File: config.mk
export PLATFORM = sky130hd
export DESIGN_NAME = udl_count_sequencer
export DESIGN_NICKNAME = d
export VERILOG_FILES = /design/src/rtl/udl_count_sequencer_pkg.sv /design/src/rtl/udl_count_sequencer_counter.sv /design/src/rtl/udl_count_sequencer.sv
export SDC_FILE = /design/constraint.sdc
export NUM_CORES = 1
export LEC_CHECK = 0
export ABC_AREA = 1
export CAP_MARGIN = 20
export CELL_PAD_IN_SITES_DETAIL_PLACEMENT = 1
export CELL_PAD_IN_SITES_GLOBAL_PLACEMENT = 2
export CORE_AREA = 3 3 66 53
export CTS_BUF_LIST = sky130_fd_sc_hd__clkbuf_8
export DETAILED_ROUTE_END_ITERATION = 10
export DIE_AREA = 0 0 69 56
export PLACE_DENSITY = 0.95
export REMOVE_ABC_BUFFERS = 1
export SYNTH_ARGS = -nofsm -noshare
export SYNTH_HDL_FRONTEND = slang
export SYNTH_SLANG_ARGS = --single-unit
File: constraint.sdc
create_clock -name clk -period 2.94 [get_ports clk]
set_clock_uncertainty 0.05 [all_clocks]
set_input_delay 0.294 -clock clk [delete_from_list [all_inputs] [get_ports clk]]
set_output_delay 0.294 -clock clk [all_outputs]
set_load 0.005 [all_outputs]
File: src/rtl/udl_count_sequencer_pkg.sv
// Shared op codes and controller state encodings for the up/down/load counter sequencer.
package udl_count_sequencer_pkg;

  typedef enum logic [1:0] {
    OP_LOAD = 2'b00,
    OP_UP   = 2'b01,
    OP_DOWN = 2'b10,
    OP_NOP  = 2'b11
  } op_e;

  typedef enum logic [2:0] {
    ST_IDLE = 3'd0,
    ST_LOAD = 3'd1,
    ST_UP   = 3'd2,
    ST_DOWN = 3'd3,
    ST_DONE = 3'd4
  } state_e;

endpackage

File: src/rtl/udl_count_sequencer_counter.sv
// N-bit up/down counter with synchronous parallel load; load wins over counting.
module udl_counter #(
  parameter int N = 4
) (
  input  logic         clk,
  input  logic         reset_n,
  input  logic         i_enable,
  input  logic         i_up,
  input  logic         i_load,
  input  logic [N-1:0] i_l,
  output logic [N-1:0] o_q
);

  logic [N-1:0] r_q;

  always_ff @(posedge clk or negedge reset_n) begin
    if (!reset_n) begin
      r_q <= '0;
    end else if (i_enable) begin
      if (i_load)    r_q <= i_l;
      else if (i_up) r_q <= r_q + 1'b1;
      else           r_q <= r_q - 1'b1;
    end
  end

  assign o_q = r_q;

endmodule

File: src/rtl/udl_count_sequencer.sv
// Command-driven sequencer for a W-bit counter: LOAD, count UP_TO/DOWN_TO a target, NOP.
// One count per cycle; completion, wrap and abort status reported with a one-cycle done pulse.
module udl_count_sequencer
  import udl_count_sequencer_pkg::*;
#(
  parameter int W = 4
) (
  input  logic         clk,
  input  logic         reset_n,
  input  logic         cmd_valid,
  output logic         cmd_ready,
  input  logic [1:0]   cmd_op,
  input  logic [W-1:0] cmd_data,
  input  logic         abort,
  output logic         busy,
  output logic         done,
  output logic         done_wrapped,
  output logic         done_aborted,
  output logic [W-1:0] q
);

  state_e       r_state;
  state_e       w_next;
  logic [W-1:0] r_tgt;
  logic         r_wrap;
  logic         r_abort;

  logic         w_accept;
  logic         w_en;
  logic         w_up;
  logic         w_load;
  logic         w_set_wrap;
  logic         w_set_abort;
  logic [W-1:0] w_q;

  always_ff @(posedge clk or negedge reset_n) begin
    if (!reset_n) begin
      r_state <= ST_IDLE;
      r_tgt   <= '0;
      r_wrap  <= 1'b0;
      r_abort <= 1'b0;
    end else begin
      r_state <= w_next;
      if (w_accept) begin
        r_tgt   <= cmd_data;
        r_wrap  <= 1'b0;
        r_abort <= 1'b0;
      end else begin
        if (w_set_wrap)  r_wrap  <= 1'b1;
        if (w_set_abort) r_abort <= 1'b1;
      end
    end
  end

  always_comb begin
    w_next      = r_state;
    w_accept    = 1'b0;
    w_en        = 1'b0;
    w_up        = 1'b0;
    w_load      = 1'b0;
    w_set_wrap  = 1'b0;
    w_set_abort = 1'b0;
    case (r_state)
      ST_IDLE: begin
        if (cmd_valid) begin
          w_accept = 1'b1;
          case (cmd_op)
            OP_LOAD: w_next = ST_LOAD;
            OP_UP:   w_next = ST_UP;
            OP_DOWN: w_next = ST_DOWN;
            default: w_next = ST_DONE;
          endcase
        end
      end
      ST_LOAD: begin
        w_en   = 1'b1;
        w_load = 1'b1;
        w_next = ST_DONE;
      end
      // Abort is checked before the target compare so a coincident abort is reported.
      ST_UP: begin
        if (abort) begin
          w_set_abort = 1'b1;
          w_next      = ST_DONE;
        end else if (w_q == r_tgt) begin
          w_next = ST_DONE;
        end else begin
          w_en       = 1'b1;
          w_up       = 1'b1;
          w_set_wrap = (w_q == {W{1'b1}});
        end
      end
      ST_DOWN: begin
        if (abort) begin
          w_set_abort = 1'b1;
          w_next      = ST_DONE;
        end else if (w_q == r_tgt) begin
          w_next = ST_DONE;
        end else begin
          w_en       = 1'b1;
          w_set_wrap = (w_q == '0);
        end
      end
      ST_DONE: w_next = ST_IDLE;
      default: w_next = ST_IDLE;
    endcase
  end

  udl_counter #(.N(W)) u_counter (
    .clk      (clk),
    .reset_n  (reset_n),
    .i_enable (w_en),
    .i_up     (w_up),
    .i_load   (w_load),
    .i_l      (r_tgt),
    .o_q      (w_q)
  );

  assign q            = w_q;
  assign cmd_ready    = (r_state == ST_IDLE);
  assign busy         = (r_state != ST_IDLE);
  assign done         = (r_state == ST_DONE);
  assign done_wrapped = done & r_wrap;
  assign done_aborted = done & r_abort;

endmodule

After elaboration in Yosys (flattened, before gate mapping)
Index checks and enable logic that the tools add are counted.
{"block": "totals", "regBits": 13, "in_bits": 10, "output_inout_bits": 9, "wordCells": 52}
{"block": "classes", "n_addsub": 2, "n_eq_ne": 10, "mux": 25, "n_bitwise": 2, "reduce_logical": 8}
{"cell": "$pmux W3 S3", "n": 2}
{"cell": "$mux W1", "n": 16}
{"cell": "$mux W3", "n": 3}
{"cell": "$mux W4", "n": 2}
{"cell": "$eq A3 B2 Y1 const B", "n": 2}
{"cell": "$add A4 B1 Y4 const B", "n": 1}
{"cell": "$eq A4 B4 Y1", "n": 1}
{"cell": "$eq A4 B4 Y1 const B", "n": 1}
{"cell": "$logic_not A4 Y1", "n": 1}
{"cell": "$pmux W1 S2", "n": 2}
{"cell": "$reduce_bool A2 Y1", "n": 2}
{"cell": "$sub A4 B1 Y4 const B", "n": 1}
{"cell": "$eq A3 B1 Y1 const B", "n": 1}
{"cell": "$eq A3 B3 Y1 const B", "n": 1}
{"cell": "$logic_not A3 Y1", "n": 1}
{"cell": "$ne A3 B1 Y1 const B", "n": 1}
{"cell": "$reduce_bool A3 Y1", "n": 1}
{"cell": "$and A1 B1 Y1", "n": 2}
{"cell": "$eq A2 B1 Y1 const B", "n": 1}
{"cell": "$eq A2 B2 Y1 const B", "n": 1}
{"cell": "$logic_not A2 Y1", "n": 1}
{"cell": "$ne A2 B2 Y1 const B", "n": 1}
{"cell": "$reduce_and A2 Y1", "n": 1}
{"cell": "$reduce_or A2 Y1", "n": 1}

Longest topological paths before layout
Gate-level depths: netlist (run 1).
{"block": "logic_depth", "depth_word": 6, "ltp_mapped": 16, "mapped_depth_nobuf": 16}

Modules after synthesis
A second synthesis (run 1) with hierarchy kept.
{"block": "hier_totals", "hier_cells": 130, "hier_area_um2": 879.6}
{"mod": "udl_count_sequencer", "n_inst": 1, "cells_each": 89, "area_each_um2": 591.8, "seq_area_each_um2": 225.2}
{"mod": "udl_counter", "n_inst": 1, "cells_each": 41, "area_each_um2": 287.8, "seq_area_each_um2": 100.1}

Worst setup path after synthesis (run 1)
No wires, ideal clock.
{"block": "synth_timing", "kind": "reg2reg", "startpoint": "register u_counter.r_q[0] (netlist: u_counter.o_q[0])", "endpoint": "register u_counter.r_q[2] (netlist: u_counter.o_q[2])", "setup_ps": 121, "t_arrival_ps": 1746, "required_ps": 2769, "slack_ps": 1023, "path_stages_with_launch": 13, "n_path_buf": 0, "period_less_slack_ps": 1917, "cell_sequence": "dfrtp_1 > inv_1 > nand2_1 > nand2_1 > nor2_2 > nand2_2 > nand2_4 > inv_4 > nand2_1 > fa_1 > xor2_1 > a21oi_1 > nand2_1"}
{"block": "synth_between", "elab_chain_cells": 6, "elab_cells_between_ends": 9, "classes_between": "2 x add/sub; 1 x eq/ne; 6 x mux"}
{"element": "from (decl)", "line_no": "udl_count_sequencer_counter.sv:14", "rtl": "logic [N-1:0] r_q;"}
{"element": "from (signal assigned)", "line_no": "udl_count_sequencer_counter.sv:20", "rtl": "if (i_load) r_q <= i_l;"}
{"element": "from (signal assigned)", "line_no": "udl_count_sequencer_counter.sv:21", "rtl": "else if (i_up) r_q <= r_q + 1'b1;"}
{"element": "from (signal assigned)", "line_no": "udl_count_sequencer_counter.sv:22", "rtl": "else r_q <= r_q - 1'b1;"}
{"element": "$eq A4 B4 Y1", "line_no": "udl_count_sequencer.sv:85, udl_count_sequencer.sv:97"}
{"element": "$mux W1", "line_no": "udl_count_sequencer.sv:85, udl_count_sequencer.sv:97"}
{"element": "$mux W1", "line_no": "udl_count_sequencer.sv:82", "rtl": "if (abort) begin"}
{"element": "$mux W1", "line_no": "udl_count_sequencer.sv:63", "rtl": "case (r_state)"}
{"element": "$mux W4", "line_no": "udl_count_sequencer_counter.sv:21"}
{"element": "$mux W4", "line_no": "udl_count_sequencer_counter.sv:20"}
Several ways; a longest one is shown, not always the timed one.
A chain may end at the register's enable or synchronous reset.

Worst setup path in the final report (run 1)
{"block": "layout_timing", "startpoint": "register u_counter.r_q[1] (netlist: u_counter.o_q[1])", "endpoint": "register u_counter.r_q[3] (netlist: u_counter.o_q[3])"}
Same word-level chain as after synthesis.

==> results.sh, run 1 <==
export IMPL_grt_max_degree=14
export IMPL_cts_sinks=13
export IMPL_antenna_found_initial=0
export IMPL_yosys_warnings=0
export IMPL_globalRouteOverflowTotal=0
export IMPL_synthToLayoutAreaGrowth_pct=30.70
export IMPL_met2WireLength_microns=1106
export IMPL_gp_congestion=0.7873
export IMPL_wirelength_met1_microns=1022
export IMPL_yosys_top_cells_area="dfrtp_1 37%, nand2_1 14%, inv_1 7.6%"
export IMPL_viasPerCell=4.575
export IMPL_timing_rr_start="u_counter.o_q[1]$_DFFE_PN0P_"
export IMPL_vdd_ir_drop_worst_mv=0.4123
export IMPL_die_h_microns=56
export IMPL_clockBufferDepth=2
export IMPL_drtPass1Iterations=2
export IMPL_place_area_sq_um=1116
export IMPL_synth_most_common_cell="nand2_1"
export IMPL_wl_microns=2250
export IMPL_wl_met3_microns=110
export IMPL_grtUsageTotal_pct=12.47
export IMPL_drt_antenna_violating_nets=0
export IMPL_io_buffer_count=18
export IMPL_worstSetupStartpoint="u_counter.o_q[1]$_DFFE_PN0P_"
export IMPL_p_sw_share_pct=45.52
export IMPL_r2r_slack_ns=0.67
export IMPL_coreArea_sq_um=2893
export IMPL_clockPowerShare_pct=13.4
export IMPL_setup_tns_final_ns=0
export IMPL_seqCellArea_sq_um=325.3
export IMPL_syn_inst=121
export IMPL_yosysTopAreaCell="dfrtp_1"
export IMPL_cts_resized=0
export IMPL_cts_buffers=3
export IMPL_start_util_pct=30.71
export IMPL_ff2ff_path_depth=16
export IMPL_synthFlopType="dfrtp_1"
export IMPL_post_dp_hpwl_microns=1804
export IMPL_rr_endpoint="u_counter.o_q[3]$_DFFE_PN0P_"
export IMPL_nFillCells=387
export IMPL_power_share_sequential_pct=30.5
export IMPL_hp_class="input port to async pin"
export IMPL_required_ns=3.07
export IMPL_async_flop_share_pct=100.0
export IMPL_total_power_mw=1.184
export IMPL_hold_viol_final=0
export IMPL_clkLatencyLatePin_ns=0.24
export IMPL_cts_clk_slew_worst_paths_ns=0.06
export IMPL_endpoint_kind="flip-flop"
export IMPL_netlist_area_sq_um=888.4
export IMPL_timing_fmax_mhz=441.1
export IMPL_top_layer="met4"
export IMPL_status="finished, final reports clean"
export IMPL_synth_seq_cells=13
export IMPL_dr_first_iter_drc_count=31
export IMPL_vias=828
export IMPL_tritoncts="yes"
export IMPL_ys_seq_area_share_pct=36.62
export IMPL_worstPathMaxFanout=7
export IMPL_drcViolationCount=0
export IMPL_dieArea_sq_um=3864
export IMPL_yosysUniqueCellTypes=23
export IMPL_synth_common_cells="32 x nand2_1, 18 x inv_1, 16 x nor2_1"
export IMPL_rsz0062_at_grt="false"
export IMPL_multi_input_area_sq_um=474.2
export IMPL_hold_buffers=0
export IMPL_avgSynthCellArea_sq_um=7.342
export IMPL_tightestPinTransition_ns=0.6296
export IMPL_synth_top_area_share_pct=36.62
export IMPL_p_per_area_nw_per_um2=1020
export IMPL_total_leakage_power_nw=0.5921
export IMPL_slew_headroom_pct=57.90
export IMPL_final_setup_viol_count=0
export IMPL_synth_edf_count=0
export IMPL_layout_drive_gt1_share_pct=11.89
export IMPL_root_buffer="clkbuf_8"
export IMPL_grt_pass1_vias=873
export IMPL_die_w_microns=69
export IMPL_worstSetupPathType="flip-flop to flip-flop"
export IMPL_grt_first_pass_wirelength_microns=3891
export IMPL_p_int_mw=0.6450
export IMPL_io_pins=19
export IMPL_maxCapViolations=0
export IMPL_start_kind="flip-flop"
export IMPL_cp_arrival_ns=2.40
export IMPL_endpoint="u_counter.o_q[3]$_DFFE_PN0P_"
export IMPL_placedCellCount=177
export IMPL_slew_viol_final=0
export IMPL_min_period_ns=2.267
export IMPL_h_tree_depth=1
export IMPL_stdcell_area_sq_um=1161
export IMPL_wl_per_cell_microns=12.43
export IMPL_fin_crit_sh_pct=77.11
export IMPL_share_comb_of_total_power_pct=56.1
export IMPL_antenna_cells=0
export IMPL_nNetsFinal=160
export IMPL_cts_setup_buffers=0
export IMPL_p_switching_mw=0.5389
export IMPL_fp_row_count=17
export IMPL_instances_no_fill=181
## worst max-delay path, stage by stage, from the launching register on
cell,delay (ns)
dfrtp_1,0.51
inv_1,0.13
nand2_1,0.09
nand2_1,0.07
nor2_2,0.12
nand2_2,0.10
nand2_4,0.11
inv_4,0.07
nand2_1,0.12
ha_1,0.26
nand2_1,0.07
nand2_1,0.05
a21oi_1,0.15
nor2_1,0.06
nor2_1,0.11
nand2_1,0.06
nand3_1,0.06
## cell families (layout without fill, tap and decap cells)
kind of cell,count (synthesis),after routing,synth area share [%]
and+or+nand+nor,65,65,34.93
buffers and inverters,23,45,9.999
DFF,13,13,36.62
AOI/OAI and AO/OA,12,12,7.183
adders and majority gates,6,6,9.296
xor gates and xnor gates,2,2,1.972
## how the worst min path moves through the flow
stage | end | slack [ns] | cells after the start | start
after floorplan | r_abort$_DFFE_PN0P_ | -0.05 | 0 | reset_n
after global placement | u_counter.o_q[3]$_DFFE_PN0P_ | 0.47 | 2 | r_tgt[3]$_DFFE_PN0P_
after detailed placement | u_counter.o_q[3]$_DFFE_PN0P_ | 0.48 | 2 | r_tgt[3]$_DFFE_PN0P_
after CTS | u_counter.o_q[1]$_DFFE_PN0P_ | 0.42 | 1 | reset_n
after global routing | u_counter.o_q[1]$_DFFE_PN0P_ | 0.44 | 1 | reset_n
final | u_counter.o_q[1]$_DFFE_PN0P_ | 0.39 | 1 | reset_n
## per-layer routing
layer,vias up,track usage [%]
li1,410,-
met2,19,22.15
met1,397,14.83
met5,-,0
met3,2,4.874
met4,0,0.8357
## flip-flops by register name, summed over array words and instances, names as in the netlist
register / flops
u_counter.o_q: 4
r_wrap: 1
r_abort: 1
r_tgt: 4
r_state: 3
## power by group through the flow
stage | Clock [mW] | Combinational, mW | Sequential, mW
2_1_floorplan | 0 | 0.437 | 0.338
3_3_place_gp | 0 | 0.637 | 0.357
3_5_place_dp | 0 | 0.671 | 0.366
4_1_cts | 0.162 | 0.678 | 0.363
5_1_grt | 0.171 | 0.754 | 0.376
6_report | 0.159 | 0.664 | 0.361
## placed cells by master (no fill, tap or decap)
master / netlist / final
a21oi_1: 8 / 8
nand2_2: 2 / 2
inv_2: 4 / 4
xor2_1: 1 / 1
nand4_1: 1 / 1
o21ai_1: 1 / 1
o21ai_0: 2 / 2
nand2_4: 1 / 1
clkbuf_8: 0 / 3
nor2_2: 2 / 2
inv_1: 18 / 19
clkdlybuf4s50_1: 0 / 18
nor2_1: 16 / 16
nor3_4: 1 / 1
nand3_1: 6 / 6
nor2_8: 1 / 1
nor2_4: 1 / 1
ha_1: 5 / 5
nand2_1: 32 / 32
nor3_1: 2 / 2
fa_1: 1 / 1
dfrtp_1: 13 / 13
inv_4: 1 / 1
o21ai_2: 1 / 1
xnor2_1: 1 / 1
## final cells by class
cell class / count / area share, %
Sequential cell: 13 / 28.02
Clock inverter: 1 / 0.3233
Tap cell: 38 / 4.095
Inverter: 23 / 7.651
Timing Repair Buffer: 18 / 15.52
Clock buffer: 3 / 3.556
Multi-Input combinational cell: 85 / 40.84
## per-stage QoR
step	hold WS [ns]	worst slack [ns]	utilization, %
finish	0.3902	0.6729	40.14
global route	0.4408	0.4379	40.14
global placement	0.4748	0.7589	38.58
CTS	0.4162	0.6488	40.14
detailed placement	0.4836	0.6437	38.58
floorplan	-0.05159	1.023	-
No activity file was read; power rests on OpenSTA's default activity.
==> run 2, diff against run 1 <==
--- a/config.mk
+++ b/config.mk
@@ -9,11 +9,11 @@
 export CAP_MARGIN = 20
 export CELL_PAD_IN_SITES_DETAIL_PLACEMENT = 1
 export CELL_PAD_IN_SITES_GLOBAL_PLACEMENT = 2
-export CORE_AREA = 3 3 66 53
+export CORE_AREA = 3 3 72 57
 export CTS_BUF_LIST = sky130_fd_sc_hd__clkbuf_8
 export DETAILED_ROUTE_END_ITERATION = 10
-export DIE_AREA = 0 0 69 56
-export PLACE_DENSITY = 0.95
+export DIE_AREA = 0 0 75 60
+export PLACE_DENSITY = 0.86
 export REMOVE_ABC_BUFFERS = 1
 export SYNTH_ARGS = -nofsm -noshare
 export SYNTH_HDL_FRONTEND = slang
==> constraint.sdc (replaced) <==
create_clock -name clk -period 1.95 [get_ports clk]
set_clock_uncertainty 0.05 [all_clocks]
set_input_delay 0.195 -clock clk [delete_from_list [all_inputs] [get_ports clk]]
set_output_delay 0.195 -clock clk [all_outputs]
set_load 0.005 [all_outputs]
==> run 2 against run 1 <==
Compared with the run above:
- register-to-register slack got worse by 0.59 ns
- first-iteration DRC count down 87%
- critical path depth fell by 11
- cell count rose by 12%
- global-route usage shrank 0.41 points
- non-clock buffer count up 19
==> results.sh, run 2 (synthesis gave the netlist of run 1 again) <==
export IMPL_post_dp_hpwl_microns=1967
export IMPL_wl_microns=2496
export IMPL_tritoncts="yes"
export IMPL_h_tree_depth=1
export IMPL_start_util_pct=26.47
export IMPL_timing_fmax_mhz=536.8
export IMPL_antenna_found_initial=0
export IMPL_clkLatencyLatePin_ns=0.24
export IMPL_dr_first_iter_drc_count=4
export IMPL_viasPerCell=4.401
export IMPL_coreArea_sq_um=3356
export IMPL_final_util_pct=40.23
export IMPL_cts_buffers=3
export IMPL_grt_pass1_vias=922
export IMPL_dieArea_sq_um=4500
export IMPL_vdd_ir_drop_worst_mv=0.5992
export IMPL_hold_viol_final=0
export IMPL_wl_per_cell_microns=12.36
export IMPL_cts_sinks=13
export IMPL_vias=889
export IMPL_fin_crit_sh_pct=95.54
export IMPL_grt_max_degree=14
export IMPL_final_cell_mix="28 x nand2_1, 19 x buf_4, 16 x inv_1, 16 x clkdlybuf4s50_1, 14 x nor2_1"
export IMPL_drcViolationCount=0
export IMPL_endpoint_kind="output port"
export IMPL_io_buffer_count=18
export IMPL_synthToLayoutAreaGrowth_pct=51.97
export IMPL_final_setup_viol_count=0
export IMPL_hp_class="input port to async pin"
export IMPL_min_period_ns=1.863
export IMPL_layout_drive_gt1_share_pct=30.86
export IMPL_drtPass1Iterations=4
export IMPL_cp_arrival_ns=1.62
export IMPL_mostFrequentLayoutCell="nand2_1"
export IMPL_grt_first_pass_wirelength_microns=4022
export IMPL_total_power_mw=2.136
export IMPL_clockBufferDepth=2
export IMPL_total_leakage_power_nw=0.6935
export IMPL_io_pins=19
export IMPL_globalRouteOverflowTotal=0
export IMPL_tightestPinTransition_ns=0.6413
export IMPL_start_kind="flip-flop"
export IMPL_gp_congestion=0.7591
export IMPL_r2r_slack_ns=0.09
export IMPL_die_w_microns=75
export IMPL_cts_clk_slew_worst_paths_ns=0.06
export IMPL_slew_viol_final=0
export IMPL_p_per_area_nw_per_um2=1582
export IMPL_worstPathMaxFanout=2
export IMPL_maxCapViolations=0
export IMPL_status="finished, final reports clean"
export IMPL_fp_row_count=18
export IMPL_required_ns=1.70
export IMPL_nNetsFinal=179
export IMPL_drt_antenna_violating_nets=0
export IMPL_antenna_cells=0
export IMPL_hold_buffers=0
export IMPL_setup_tns_final_ns=0
export IMPL_grtUsageTotal_pct=12.06
export IMPL_root_buffer="clkbuf_8"
export IMPL_die_h_microns=60
export IMPL_slew_headroom_pct=57.11
export IMPL_worstSetupPathType="flip-flop to output port"
[run 2: worst paths after layout]
kind                                                    from                           end  cells after the start
worst min-delay path                                 reset_n            r_wrap$_DFFE_PN0P_                      1
worst max-delay path                  r_state[1]$_DFFE_PN0P_                          done                      5
max in group asynchronous                            reset_n  u_counter.o_q[2]$_DFFE_PN0P_                      1
worst max register to register  u_counter.o_q[2]$_DFFE_PN0P_  u_counter.o_q[2]$_DFFE_PN0P_                     12
worst min register to register           r_abort$_DFFE_PN0P_           r_abort$_DFFE_PN0P_                      4
min in group clk                                 cmd_data[0]          r_tgt[0]$_DFFE_PN0P_                      3
[run 2: critical path: stages, from the launching register on]
cell and delay [ns]:
dfrtp_1 0.39, buf_4 0.15, nor2_2 0.13, inv_1 0.08, nor2_2 0.10, clkdlybuf4s50_1 0.51
[run 2: through the flow]
stage / hold slack [ns] / instance area (sq um) / worst slack [ns] / std cells
floorplan: -0.1506 / 888.4 / 0.03322 / 121
global placement: 0.4821 / 1209 / -0.02590 / 191
detailed placement: 0.4867 / 1209 / -0.1178 / 191
CTS: 0.3113 / 1277 / 0.01112 / 197
global route: 0.3441 / 1350 / -0.01139 / 202
finish: 0.2976 / 1350 / 0.08694 / 202
[run 2: routing by layer]
metal	global-route usage (%)	wire length (microns)	part of all wire [%]	vias to the layer above
li1	-	-	-	452
met1	15.15	1185	47	421
met2	20.22	1205	48	12
met3	1.513	65	2.6	4
met4	6.091	40	1.6	0
met5	0	0	0	-
[run 2: final cells by class]
cell class / count / area [sq um]
Clock buffer: 3 / 41.29
Clock inverter: 1 / 3.754
Fill cell: 420 / 2006
Inverter: 23 / 88.84
Multi-Input combinational cell: 85 / 518.0
Sequential cell: 13 / 327.8
Tap cell: 40 / 50.05
Timing Repair Buffer: 37 / 320.3
[run 2: power by group]
part           switching, mW  internal [mW]  total (mW)  leakage (nW)
clock                  0.103          0.139       0.242        0.0269
sequential             0.115          0.396       0.510         0.157
combinational          0.703          0.680        1.38         0.510
total                  0.921           1.22        2.14         0.693
[run 2: repair_timing]
item                                    in CTS  in global routing
buffers inserted                             2                  5
resized for setup                            7                 11
endpoints found under the setup margin       5                  4
pin swaps                                    0                  2
